## config.mk

```make
export PLATFORM = sky130hd
export DESIGN_NAME = mux4_rr_arbiter
export DESIGN_NICKNAME = d
export VERILOG_FILES = /design/src/rtl/mux_arb_pkg.sv /design/src/rtl/mux4.sv /design/src/rtl/mux_arb_rr_pick4.sv /design/src/rtl/mux4_rr_arbiter.sv
export SDC_FILE = /design/constraint.sdc
export NUM_CORES = 1
export LEC_CHECK = 0
export CAP_MARGIN = 20
export CORE_MARGIN = 5
export CORE_UTILIZATION = 50
export CTS_BUF_LIST = sky130_fd_sc_hd__clkbuf_4 sky130_fd_sc_hd__clkbuf_8
export DETAILED_ROUTE_END_ITERATION = 6
export GPL_ROUTABILITY_DRIVEN = 0
export HOLD_SLACK_MARGIN = 0.05
export PLACE_DENSITY_LB_ADDON = 0.2
export SETUP_SLACK_MARGIN = 0.05
export SLEW_MARGIN = 30
export SYNTH_ARGS = -nofsm -noshare
export SYNTH_HDL_FRONTEND = slang
export SYNTH_SLANG_ARGS = --single-unit
```

## constraint.sdc

```tcl
create_clock -name clk -period 7.7 [get_ports clk]
set_clock_uncertainty 0.1 [all_clocks]
set_input_delay 1.155 -clock clk [delete_from_list [all_inputs] [get_ports clk]]
set_output_delay 1.155 -clock clk [all_outputs]
set_load 0.01 [all_outputs]
```

## src/rtl/mux_arb_pkg.sv

```systemverilog
// Shared definitions for the round-robin mux arbiter: FSM states, requester
// indices and the fixed select encoding of the 4:1 mux.
package mux_arb_pkg;

  typedef enum logic {
    IDLE  = 1'b0,
    GRANT = 1'b1
  } state_t;

  localparam logic [1:0] A = 2'd0;
  localparam logic [1:0] B = 2'd1;
  localparam logic [1:0] C = 2'd2;
  localparam logic [1:0] D = 2'd3;

  localparam logic [1:0] SEL_A = 2'b01;
  localparam logic [1:0] SEL_B = 2'b00;
  localparam logic [1:0] SEL_C = 2'b10;
  localparam logic [1:0] SEL_D = 2'b11;

  // The mux select does not follow requester index order.
  function automatic logic [1:0] sel_of(input logic [1:0] idx);
    logic [1:0] s;
    case (idx)
      A:       s = SEL_A;
      B:       s = SEL_B;
      C:       s = SEL_C;
      default: s = SEL_D;
    endcase
    return s;
  endfunction

endpackage

```

## src/rtl/mux4.sv

```systemverilog
// The shared 4:1 select mux: output is the input whose number equals i_sel.
module mux4 #(
  parameter int W = 4
) (
  input  logic [W-1:0] i_in0,
  input  logic [W-1:0] i_in1,
  input  logic [W-1:0] i_in2,
  input  logic [W-1:0] i_in3,
  input  logic [1:0]   i_sel,
  output logic [W-1:0] o_out
);

  always_comb begin
    o_out = i_in0;
    case (i_sel)
      2'b00:   o_out = i_in0;
      2'b01:   o_out = i_in1;
      2'b10:   o_out = i_in2;
      default: o_out = i_in3;
    endcase
  end

endmodule

```

## src/rtl/mux_arb_rr_pick4.sv

```systemverilog
// Combinational round-robin pick: first requesting index at or after i_ptr,
// wrapping 3 -> 0.
module rr_pick4 (
  input  logic [3:0] i_req,
  input  logic [1:0] i_ptr,
  output logic [3:0] o_pick,
  output logic [1:0] o_idx,
  output logic       o_any
);

  logic [1:0] w_cand;

  always_comb begin
    o_pick = 4'b0000;
    o_idx  = 2'd0;
    o_any  = 1'b0;
    w_cand = i_ptr;
    for (int k = 0; k < 4; k++) begin
      w_cand = i_ptr + 2'(k);
      if (!o_any && i_req[w_cand]) begin
        o_any          = 1'b1;
        o_idx          = w_cand;
        o_pick[w_cand] = 1'b1;
      end
    end
  end

endmodule

```

## src/rtl/mux4_rr_arbiter.sv

```systemverilog
// Round-robin arbiter sharing one 4:1 mux among four requesters, with bounded
// bursts of HOLD_MAX beats and a valid/ready output toward one consumer.
module mux4_rr_arbiter
  import mux_arb_pkg::*;
#(
  parameter int W        = 4,
  parameter int HOLD_MAX = 4
) (
  input  logic         clk,
  input  logic         rst,
  input  logic [3:0]   req,
  input  logic [W-1:0] data_a,
  input  logic [W-1:0] data_b,
  input  logic [W-1:0] data_c,
  input  logic [W-1:0] data_d,
  input  logic         out_ready,
  output logic [3:0]   gnt,
  output logic [1:0]   sel,
  output logic [W-1:0] out_data,
  output logic         out_valid,
  output logic [3:0]   ack,
  output state_t       dbg_state
);

  // Handshake: a beat transfers in any cycle with out_valid && out_ready;
  // out_valid never depends on out_ready, and ack pulses for exactly that cycle.

  state_t     r_state, w_state_nxt;
  logic [1:0] r_ptr, w_ptr_nxt;
  logic [1:0] r_owner, w_owner_nxt;
  logic [3:0] r_gnt, w_gnt_nxt;
  logic [1:0] r_sel, w_sel_nxt;
  logic [3:0] r_cnt, w_cnt_nxt;

  logic [3:0]   w_pick;
  logic [1:0]   w_idx;
  logic         w_any;
  logic [W-1:0] w_mux_out;
  logic         w_valid;
  logic         w_xfer;
  logic         w_last;

  rr_pick4 u_pick (
    .i_req  (req),
    .i_ptr  (r_ptr),
    .o_pick (w_pick),
    .o_idx  (w_idx),
    .o_any  (w_any)
  );

  mux4 #(.W(W)) u_mux (
    .i_in0 (data_b),
    .i_in1 (data_a),
    .i_in2 (data_c),
    .i_in3 (data_d),
    .i_sel (r_sel),
    .o_out (w_mux_out)
  );

  assign w_valid   = (r_state == GRANT) && req[r_owner];
  assign w_xfer    = w_valid && out_ready;
  assign w_last    = (r_cnt == 4'(HOLD_MAX - 1));
  assign out_valid = w_valid;
  assign out_data  = w_valid ? w_mux_out : '0;
  assign ack       = w_xfer ? r_gnt : 4'b0000;
  assign gnt       = r_gnt;
  assign sel       = r_sel;
  assign dbg_state = r_state;

  always_comb begin
    w_state_nxt = r_state;
    w_ptr_nxt   = r_ptr;
    w_owner_nxt = r_owner;
    w_gnt_nxt   = r_gnt;
    w_sel_nxt   = r_sel;
    w_cnt_nxt   = r_cnt;
    case (r_state)
      IDLE: begin
        if (w_any) begin
          w_state_nxt = GRANT;
          w_gnt_nxt   = w_pick;
          w_sel_nxt   = sel_of(w_idx);
          w_owner_nxt = w_idx;
          w_cnt_nxt   = 4'd0;
        end
      end
      GRANT: begin
        if (w_xfer) w_cnt_nxt = r_cnt + 4'd1;
        // Owner withdrew, or its last allowed beat just went out.
        if (!req[r_owner] || (w_xfer && w_last)) begin
          w_state_nxt = IDLE;
          w_gnt_nxt   = 4'b0000;
          w_ptr_nxt   = r_owner + 2'd1;
          w_cnt_nxt   = 4'd0;
        end
      end
      default: w_state_nxt = IDLE;
    endcase
  end

  always_ff @(posedge clk) begin
    if (rst) begin
      r_state <= IDLE;
      r_ptr   <= 2'd0;
      r_owner <= 2'd0;
      r_gnt   <= 4'b0000;
      r_sel   <= 2'b00;
      r_cnt   <= 4'd0;
    end else begin
      r_state <= w_state_nxt;
      r_ptr   <= w_ptr_nxt;
      r_owner <= w_owner_nxt;
      r_gnt   <= w_gnt_nxt;
      r_sel   <= w_sel_nxt;
      r_cnt   <= w_cnt_nxt;
    end
  end

endmodule
```

==> results.yml <==
outcome:
  run_status: "finished clean"
global_route:
  globalRouteOverflowTotal: 0
  grt_pass1_wl_um: 5550
  vias_in_the_first_global_route: 1201
  grt_start_max_net_pins: 15
  grt_antenna_before_repair: 0
  grt_use_total: 0.192
die:
  fp.dieArea_um2: 3820
  core.rowCount: 18
  start_util: 0.532
  die_width_um: 61.8
  die_y_um: 61.8
  core-area_um2: 2520
  floorplan.io_pins: 39
detailed_routing:
  drc: 0
  aggregate_routed_wire_length_um: 3550
  detail_route.vias_per_cell: 6.03
  firstDrtPassIters: 4
  routedWlPerCell_um: 16.7
  drt.antenna.violating_nets: 0
  detail_route.iter0.violations: 42
  total_vias_in_the_final_route: 1284
yosys:
  yosysUniqueCellTypes: 40
  ys_ff_latch: 15
  syn-instance-count: 151
  syn-num-nets: 185
  synth_enable_flop_cells: 0
  yosys_warnings: 0
  netlist.area_leader.share: 0.224
  synth_async_sr_flop_share: 0
  synth_seq_area_share: 0.224
  synth.cell_area_um2: 1340
  postSynth.topFlopCell: "sky130_fd_sc_hd__dfxtp_1"
  avg_inst_size_synth_um2: 8.88
  post_synth_main_area_contributors: "sky130_fd_sc_hd__dfxtp_1 22%, sky130_fd_sc_hd__ha_1 10%, sky130_fd_sc_hd__mux4_2 8.4%"
  yosys.area.top_type: "sky130_fd_sc_hd__dfxtp_1"
power_and_ir_drop:
  finalPower_uw: 262
  irDropWorstVdd_mv: 0.110
  static-leakage-power_uw: 0.000656
  p_sw_uw: 93.0
  intPower_uw: 169
  sw_frac_of_total: 0.356
  power.density_cell_area_nw_per_um2: 151
  comb_power_share: 0.446
  p_clk_frac: 0.172
  pwr-share-seq: 0.382
clock_network:
  max-clock-path-buffers: 2
  worst_setup_hold_path_clk_slew_ps: 90
  clock_insertion_delay_worst_skew_ps: 280
  number_of_clock_buffers_inserted_by_tritoncts: 3
  post_cts_resize_count: 0
  htree_num_levels: 1
  clkSinkCount: 15
  tritoncts: "done"
  clock_tree.root_cell: "sky130_fd_sc_hd__clkbuf_4"
  cts.hold.buffers_added: 0
  number_of_buffers_inserted_to_repair_setup_after_cts: 0
timing:
  setup_viol: 0
  max_freq_mhz: 219
  post-route-min-period_ps: 4560
  final.period_utilization: 0.592
  tightest_slew_ps: 534
  timing.max_slew.rel_slack: 0.642
  unrepaired_setup_endpoints_after_global_routing: "false"
  timing.final.hold_violations: 0
  number_of_pins_with_negative_max_slew_slack_in_the_final_report: 0
  hold-worst-slack_ps: 386
  final.setup.tns_ps: 0
critical_path:
  arrival_time_reported_for_the_critical_path_endpoint_ps: 3300
  criticalPathCategory: "in2out"
  worstPathMaxFanout: 12
  setup.worst_path.start_class: "input pin"
  timing.critical_path.required_ps: 6440
  end_kind: "primary output"
finish:
  fin_cells: 213
  fin_nets: 218
  area.sequential_um2: 300
  layout.cells.most_common: "sky130_fd_sc_hd__clkdlybuf4s50_1"
  layout-drive-gt1-share: 0.158
  num_antenna_cells: 0
  commonest_cells_after_routing_fill_and_taps_aside: "38 x sky130_fd_sc_hd__clkdlybuf4s50_1, 18 x sky130_fd_sc_hd__nor2_1, 15 x sky130_fd_sc_hd__dfxtp_1, 11 x sky130_fd_sc_hd__nand2_1, 11 x sky130_fd_sc_hd__ha_1"
  filler_cell_count: 209
  syn2layout_area_growth_pct: 29.4
  multi_input_area_um2: 967
  final_core_util: 0.688
worst_hold_path:
  hold_path.class: "reg2reg"
placement:
  numPortBuffers: 38
  dpl.hpwl_um: 2840
  place.detailed.instances: 209
flow_run:
  max_cap_viol: 0
## synth_stat cells, drive strengths merged (2+ instances only)
cell type / n
o211ai: 4
and3: 8
nor3: 4
nand4: 2
o22ai: 3
clkbuf: 6
o31ai: 2
nor2: 18
mux2: 6
mux4: 5
a211oi: 3
inv: 6
o21ai: 4
a22o: 2
dfxtp: 15
a221o: 4
nand2: 11
a311oi: 5
nand2b: 2
and2: 2
ha: 11
buf: 4
a21oi: 6
mux2i: 7
## power by group through the flow
| stage | Combinational, uW | Sequential (uW) | Clock (uW) |
|---|---|---|---|
| 2_1_floorplan | 79.5 | 96.5 | 0 |
| 3_3_place_gp | 112 | 101 | 0 |
| 3_5_place_dp | 116 | 102 | 0 |
| 4_1_cts | 117 | 99.9 | 45.8 |
| 5_1_grt | 127 | 102 | 49.4 |
| 6_report | 117 | 99.8 | 45.0 |
## routing by layer
layer,up-vias,global-route usage,part of all wire
met3,2,0.0289,0.071
met5,-,0,0
li1,632,-,-
met1,617,0.214,0.40
met2,33,0.374,0.52
met4,0,0.0485,0.0076
## kinds of logic (layout without fill, tap and decap cells)
| group | count (synthesis) | in the layout | share of synthesized area |
|---|---|---|---|
| AO/OA/AOI/OAI | 36 | 36 | 0.202 |
| adder cells (fa/ha/maj) | 11 | 11 | 0.103 |
| XOR/XNOR | 1 | 1 | 0.00653 |
| multiplexers | 18 | 18 | 0.187 |
| AND/OR/NAND/NOR | 54 | 54 | 0.223 |
| flip-flops | 15 | 15 | 0.224 |
| buffers and inverters | 16 | 48 | 0.0550 |
## worst paths after layout
| path | cells past startpoint | slack, ps | startpoint | to |
|---|---|---|---|---|
| min reg2reg | 1 | 390 | r_cnt[3] | r_cnt[3] |
| min | 1 | 390 | r_cnt[3] | r_cnt[3] |
| max reg2reg | 8 | 4480 | r_ptr[0] | sel[1] |
| max | 5 | 3140 | req[3] | ack[3] |
## critical path, cell delays in order
cell                              delay, ps
sky130_fd_sc_hd__clkdlybuf4s50_1        600
sky130_fd_sc_hd__mux4_2                 620
sky130_fd_sc_hd__and2_4                 230
sky130_fd_sc_hd__and3_2                 210
sky130_fd_sc_hd__clkdlybuf4s50_1        480
## sequential cells by signal (all words and copies together), names as in the netlist
name	flops
sel	2
dbg_state	1
r_ptr	2
gnt	4
r_owner	2
r_cnt	4
## metrics by stage
step           instance area [um2]  worst slack [ps]
6_report                      1740              3140
4_1_cts                       1740              3160
3_3_place_gp                  1710              3220
5_1_grt                       1740              3080
2_1_floorplan                 1340              4270
3_5_place_dp                  1710              3170
## final cells by class
class                           count  share of cell area
Timing Repair Buffer               38               0.219
Clock buffer                        3              0.0130
Tap cell                           30              0.0216
Sequential cell                    15               0.173
Multi-Input combinational cell    120               0.557
Clock inverter                      1             0.00288
Inverter                            6              0.0130
(Power assumes the default switching activity.)
